==> config.mk <==
export PLATFORM = sky130hd
export DESIGN_NAME = param_fifo
export DESIGN_NICKNAME = d
export VERILOG_FILES = /design/src/rtl/param_fifo.sv
export SDC_FILE = /design/constraint.sdc
export NUM_CORES = 1
export LEC_CHECK = 0
export ABC_AREA = 1
export ABC_CLOCK_PERIOD_IN_PS = 4250
export BUFFER_PORTS_ARGS = -buffer_cell sky130_fd_sc_hd__buf_2
export CAP_MARGIN = 20
export CELL_PAD_IN_SITES_DETAIL_PLACEMENT = 0
export CELL_PAD_IN_SITES_GLOBAL_PLACEMENT = 1
export CORE_MARGIN = 2
export CORE_UTILIZATION = 45
export DETAILED_ROUTE_END_ITERATION = 8
export PLACE_DENSITY_LB_ADDON = 0.1
export SLEW_MARGIN = 10
export SYNTH_ARGS = -nofsm -noshare
export SYNTH_HDL_FRONTEND = slang
export SYNTH_SLANG_ARGS = --single-unit
==> constraint.sdc <==
create_clock -name clk -period 4.25 [get_ports clk]
set_input_delay 0.425 -clock clk [delete_from_list [all_inputs] [get_ports clk]]
set_output_delay 0.425 -clock clk [all_outputs]
set_load 0.02 [all_outputs]
==> src/rtl/param_fifo.sv <==
// First-word-fall-through FIFO with occupancy count, almost-full/empty thresholds and sticky error flags.
// Head word is visible with no read latency. When full, a write either replaces the oldest word or is dropped, and either outcome sets overflow.
module param_fifo #(
    parameter int DATA_WIDTH = 8,
    parameter int ADDR_WIDTH = 3,
    parameter bit OVERWRITE  = 1'b1,
    parameter int AF_LEVEL   = (1 << ADDR_WIDTH) - 2,
    parameter int AE_LEVEL   = 1
) (
    input  logic                  clk,
    input  logic                  reset,
    input  logic                  write,
    input  logic                  read,
    input  logic                  clearErr,
    input  logic [DATA_WIDTH-1:0] inputBus,
    output logic [DATA_WIDTH-1:0] outputBus,
    output logic [ADDR_WIDTH:0]   count,
    output logic                  empty,
    output logic                  full,
    output logic                  almostEmpty,
    output logic                  almostFull,
    output logic                  overflow,
    output logic                  underflow
);

    localparam int                  DEPTH   = 1 << ADDR_WIDTH;
    localparam logic [ADDR_WIDTH:0]   DEPTH_C = (ADDR_WIDTH+1)'(DEPTH);
    localparam logic [ADDR_WIDTH:0]   AF_C    = (ADDR_WIDTH+1)'(AF_LEVEL);
    localparam logic [ADDR_WIDTH:0]   AE_C    = (ADDR_WIDTH+1)'(AE_LEVEL);
    localparam logic [ADDR_WIDTH-1:0] PTR_ONE = (ADDR_WIDTH)'(1);
    localparam logic [ADDR_WIDTH:0]   CNT_ONE = (ADDR_WIDTH+1)'(1);

    logic [DATA_WIDTH-1:0] mem_q [DEPTH];
    logic [ADDR_WIDTH-1:0] wr_ptr_q, wr_ptr_d;
    logic [ADDR_WIDTH-1:0] rd_ptr_q, rd_ptr_d;
    logic [ADDR_WIDTH:0]   count_q, count_d;
    logic                  overflow_q, overflow_d;
    logic                  underflow_q, underflow_d;
    logic                  wr_en, rd_adv;

    assign empty       = (count_q == '0);
    assign full        = (count_q == DEPTH_C);
    assign almostEmpty = (count_q <= AE_C);
    assign almostFull  = (count_q >= AF_C);
    assign count       = count_q;
    assign overflow    = overflow_q;
    assign underflow   = underflow_q;
    assign outputBus   = empty ? '0 : mem_q[rd_ptr_q];

    always_comb begin
        wr_en    = 1'b0;
        rd_adv   = 1'b0;
        wr_ptr_d = wr_ptr_q;
        rd_ptr_d = rd_ptr_q;
        count_d  = count_q;

        // A simultaneous read frees the slot, so a full write only needs the policy when reading is idle.
        wr_en  = write && (!full || read || OVERWRITE);
        rd_adv = (read && !empty) || (write && !read && full && OVERWRITE);

        if (wr_en) begin
            wr_ptr_d = wr_ptr_q + PTR_ONE;
        end
        if (rd_adv) begin
            rd_ptr_d = rd_ptr_q + PTR_ONE;
        end

        case ({wr_en, rd_adv})
            2'b10:   count_d = count_q + CNT_ONE;
            2'b01:   count_d = count_q - CNT_ONE;
            default: count_d = count_q;
        endcase

        // A fresh error event in the same cycle as clearErr keeps the flag set.
        overflow_d  = (write && !read && full) || (overflow_q && !clearErr);
        underflow_d = (read && empty) || (underflow_q && !clearErr);
    end

    always_ff @(posedge clk) begin
        if (reset) begin
            wr_ptr_q    <= '0;
            rd_ptr_q    <= '0;
            count_q     <= '0;
            overflow_q  <= 1'b0;
            underflow_q <= 1'b0;
        end else begin
            wr_ptr_q    <= wr_ptr_d;
            rd_ptr_q    <= rd_ptr_d;
            count_q     <= count_d;
            overflow_q  <= overflow_d;
            underflow_q <= underflow_d;
        end
    end

    always_ff @(posedge clk) begin
        if (!reset && wr_en) begin
            mem_q[wr_ptr_q] <= inputBus;
        end
    end

endmodule

Word level (Yosys, flattened, before mapping). Memories as Yosys holds them, arrays and structs flattened. A register that Yosys moved wholly into a read port is not among the register bits. Cells that the tools add are included.

Output and inout port bits: 18. Memories: 1. Bits in registers: 12. RAM bits: 64. Word-level logic and storage cells: 37.

Memory list: mem_q (words 8, bits a word 8, rd ports 1, clocked after Yosys merged registers in 1, wr ports 1, line 33) `logic [DATA_WIDTH-1:0] mem_q [DEPTH];`.

Multiplexer cells: 6. Equality and inequality tests: 3. Add/subtract/negate cells: 4. Magnitude comparators: 2. Reductions and logical operators: 16.

Operators with widths (count): $mux W8 (1); $pmux W4 S2 (1); $logic_and A1 B1 Y1 (7); $add A3 B1 Y3 const B (2); $mux W3 (2); $add A4 B1 Y4 const B (1); $eq A4 B4 Y1 const B (1); $ge A4 B3 Y1 const B (1); $le A4 B1 Y1 const B (1); $logic_not A1 Y1 (4); $logic_not A4 Y1 (1); $sub A4 B1 Y4 const B (1); $logic_or A1 B1 Y1 (3); $eq A2 B1 Y1 const B (1); $eq A2 B2 Y1 const B (1); $mux W1 (2); $reduce_bool A2 Y1 (1).

Logic depth before layout (Yosys ltp).
Depth after elaboration: 6. Gate-level depth with buffers: 12. Mapped depth without buffers: 12.

Worst setup path before layout. OpenSTA, ideal clock, no wires.

Path kind: register to register. Start: reg count_q[0] (netlist: count[0]). End: reg count_q[3] (netlist: count[3]). Arrival time: 1960 ps. Path buffers: 0. Stages on the path, launching flop included: 12. Data required time: 4135 ps. Library setup time: 115 ps. Path slack: 2175 ps. Path through: dfxtp_1 -> inv_1 -> ha_1 -> nand2_1 -> nor2_2 -> nand2_2 -> nand2_2 -> ha_1 -> nor2_1 -> nand2_1 -> a21oi_1 -> nor2_1.

Elaborated cells on any way between the ends: 12. Those cells by class: add/sub: 2; eq/ne: 3; mux: 1; reduce/logical: 6.

RTL lines: start: declaration (line 36) `logic [ADDR_WIDTH:0] count_q, count_d;`; start signal: assignment (line 89) `count_q <= count_d;`; $eq A4 B4 Y1 (*) (line 42) `assign full = (count_q == DEPTH_C);`; named net full (line 19) `output logic full,`; $logic_and A1 B1 Y1 (*) (line 59) `rd_adv = (read && !empty) || (write && !read && full && OVERWRITE);`; $logic_or A1 B1 Y1 (*) (line 59); $eq A2 B1 Y1 / $eq A2 B2 Y1 (equally long branches) (line 68) `case ({wr_en, rd_adv})`; $pmux W4 S2 / $reduce_bool A2 Y1 (equally long branches).

Mark *: on every way through the listed nets, which the timed path passes. The rest lies on a longest branch. A chain may end at the register's enable or synchronous reset.

==> results.toml <==
[run_status]
status = "finished, final reports clean"

[routing]
antenna_left = 0
dr.pass1.iters = 4
wl_per_cell_um = 14.39
vias = 2297
drt_first_iter_violations = 96
drc_errors = 0
wirelength_um = 6963
viasPerCell = 4.746

[place]
dp_hpwl_um = 4324
placedCellCount = 468
io_buffers = 30
gp_congestion = 0.7814
post_dp_cell_area_um2 = 3650

[clocking]
cts_made_buffers = 9
cts_max_level = 3
cts-root-buf = "clkbuf_8"
clk_latency_ns = 0.34
clkTransAtPathRegs_ns = 0.08
clock-sinks = 79
cts_setup_buffers = 0
holdBufCountCts = 0
cts_tree = "done"
ctsResizeCount = 0
clockBufferDepth = 2

[hold_path]
hp-class = "input port to flop"
hp-start = "inputBus[2]"

[floorplanning]
start_util = 0.4699
chipWidth_um = 91.49
placeableCoreArea_um2 = 7331
die_h_um = 91.49
placementRows = 31
ioPinCount = 31
die-area_um2 = 8370

[synth]
synth_edf_count = 64
synth_top_family_by_area = "simple AND/OR/NAND/NOR gates"
synth.most_common_cell = "nand2_1"
synthTopCellsByArea = "edfxtp_1 (56%), nand2_1 (12%), dfxtp_1 (8.7%)"
synth_compound_area_frac = 0.04432
yosys.area.top_type = "edfxtp_1"
netlist-cell-type-count = 23
synth_top_area_share = 0.5579
syn_inst = 349
ys_seq_area_frac = 0.6451
ys_ff_latch = 79
synth_common_cells = "nand2_1 (108), edfxtp_1 (64), nor2_1 (45)"
async_flop_share = 0
syn_area_um2 = 3445
synth_flop_cell = "edfxtp_1"
synthMuxAreaShare = 0
yosys_warnings = 0
synthSimpleGateAreaFrac = 0.2150
syn_nets = 370
avgSynthCellArea_um2 = 9.870
synth-xor-area-share = 0.005085
synth-adder-area-share = 0.02906

[sta]
fmaxAchievable_mhz = 399.1
skew_ns = 0.007485
post-route-period-util = 0.5896
min_period_ns = 2.506
drv_slew = 0
setup_violations = 0
setup_tns_ns = 0
grt_setup_unrepaired = "false"
worstMarginPinSlew_ns = 1.025
maxSlewHeadroom = 0.3142
hold_violations = 0

[layout]
n_antenna_cell = 0
area_growth_pct = 11.88
fin_area_um2 = 3854
nets = 401
fin_cells = 484
drive_gt1_frac = 0.1403

[power]
p_leak_nw = 1.621
irDropWorstVdd_uv = 362.3
switchingPower_mw = 0.7807
pwr-share-clk = 0.265
powerDensity_nw_per_um2 = 572.2
seqPwrFrac = 0.422
switching_share = 0.3541
pwr-share-comb = 0.313
p_total_mw = 2.205
p_int_mw = 1.424

[worst_setup_path]
start_kind = "flop"
crit_required_ns = 3.83
crit_arrival_ns = 2.08
cp_max_fo = 33
crit_path_end_kind = "output port"
worstSetupPathType = "flop to output port"
timing.rr.start = "count[1]"

[global_routing]
grt_pass1_vias = 2112
grt_pass1_wl_um = 10860
gr-usage-all-layers = 0.1755
overflow = 0
grt_max_degree = 34
antenna_found_initial = 0

[run]
drv_cap = 0
[cell families after synthesis]
logic type / count (synthesis)
AO/OA/AOI/OAI: 30
XOR/XNOR: 2
adder cells (fa/ha/maj): 8
buffers and inverters: 47
flip-flops: 79
AND/OR/NAND/NOR: 183
[path summary, 6_finish.rpt]
kind | slack, ns | endpoint | depth (start not counted)
setup / recovery | 1.74 | outputBus[2] | 9
hold / removal | 0.34 | mem_q[5][2] | 1
setup reg to reg | 2.22 | count[3] | 10
hold reg to reg | 0.46 | overflow | 2
[layer usage]
layer / global-route usage / part of all wire / vias to the layer above
met3: 0.04730 / 0.049 / 7
met2: 0.2886 / 0.47 / 46
met1: 0.2289 / 0.47 / 1053
li1: - / - / 1191
met5: 0 / 0 / -
met4: 0.04924 / 0.011 / 0
[per-stage QoR]
stage	utilization	hold WS (ns)	setup WS (ns)
global route	0.5257	0.3411	1.520
detailed placement	0.4979	0.4594	2.097
global placement	0.4979	0.4515	2.123
finish	0.5257	0.3414	1.744
CTS	0.5257	0.3363	1.723
floorplan	-	0.4772	2.175
[worst max-delay path, stage by stage, from the launching register on]
cell,delay (ns)
dfxtp_1,0.30
buf_4,0.23
inv_2,0.47
nand2_1,0.10
nand2_1,0.09
nand2_1,0.04
o21ai_1,0.10
nor2_1,0.05
nor2_1,0.16
buf_2,0.19
[power groups by stage]
stage | Clock (mW) | Combinational, mW | Sequential [mW]
floorplan | 0 | 0.526 | 0.938
global placement | 0 | 0.698 | 0.947
detailed placement | 0 | 0.700 | 0.948
CTS | 0.591 | 0.703 | 0.931
global route | 0.626 | 0.782 | 0.936
finish | 0.585 | 0.691 | 0.930
[layout by cell type (no fill, tap or decap), drive strengths merged]
cell type  instances
bufinv             2
nand3             21
clkbuf            11
ha                 8
edfxtp            64
clkinv             3
nor2              47
o21a               1
nand2            112
xor2               2
inv               36
nor3               1
buf               31
nand3b             1
a21oi              8
o21ai             21
nand4              1
dfxtp             15
[area by class of cell]
| class | count | area (um2) |
|---|---|---|
| timing repair buffer | 31 | 157.7 |
| tap | 99 | 123.9 |
| inverter | 36 | 135.1 |
| fill | 701 | 3477 |
| sequential | 79 | 2222 |
| clock inverter | 5 | 72.57 |
| multi-input combinational | 223 | 1011 |
| clock buffer | 11 | 131.4 |
[registers in the layout (all words and copies together) (netlist names), named ones only]
signal and count:
wr_ptr_q 3, overflow 1, count 4, underflow 1, mem_q 64, rd_ptr_q 3
Note: power is estimated with default switching activity, not from simulation.
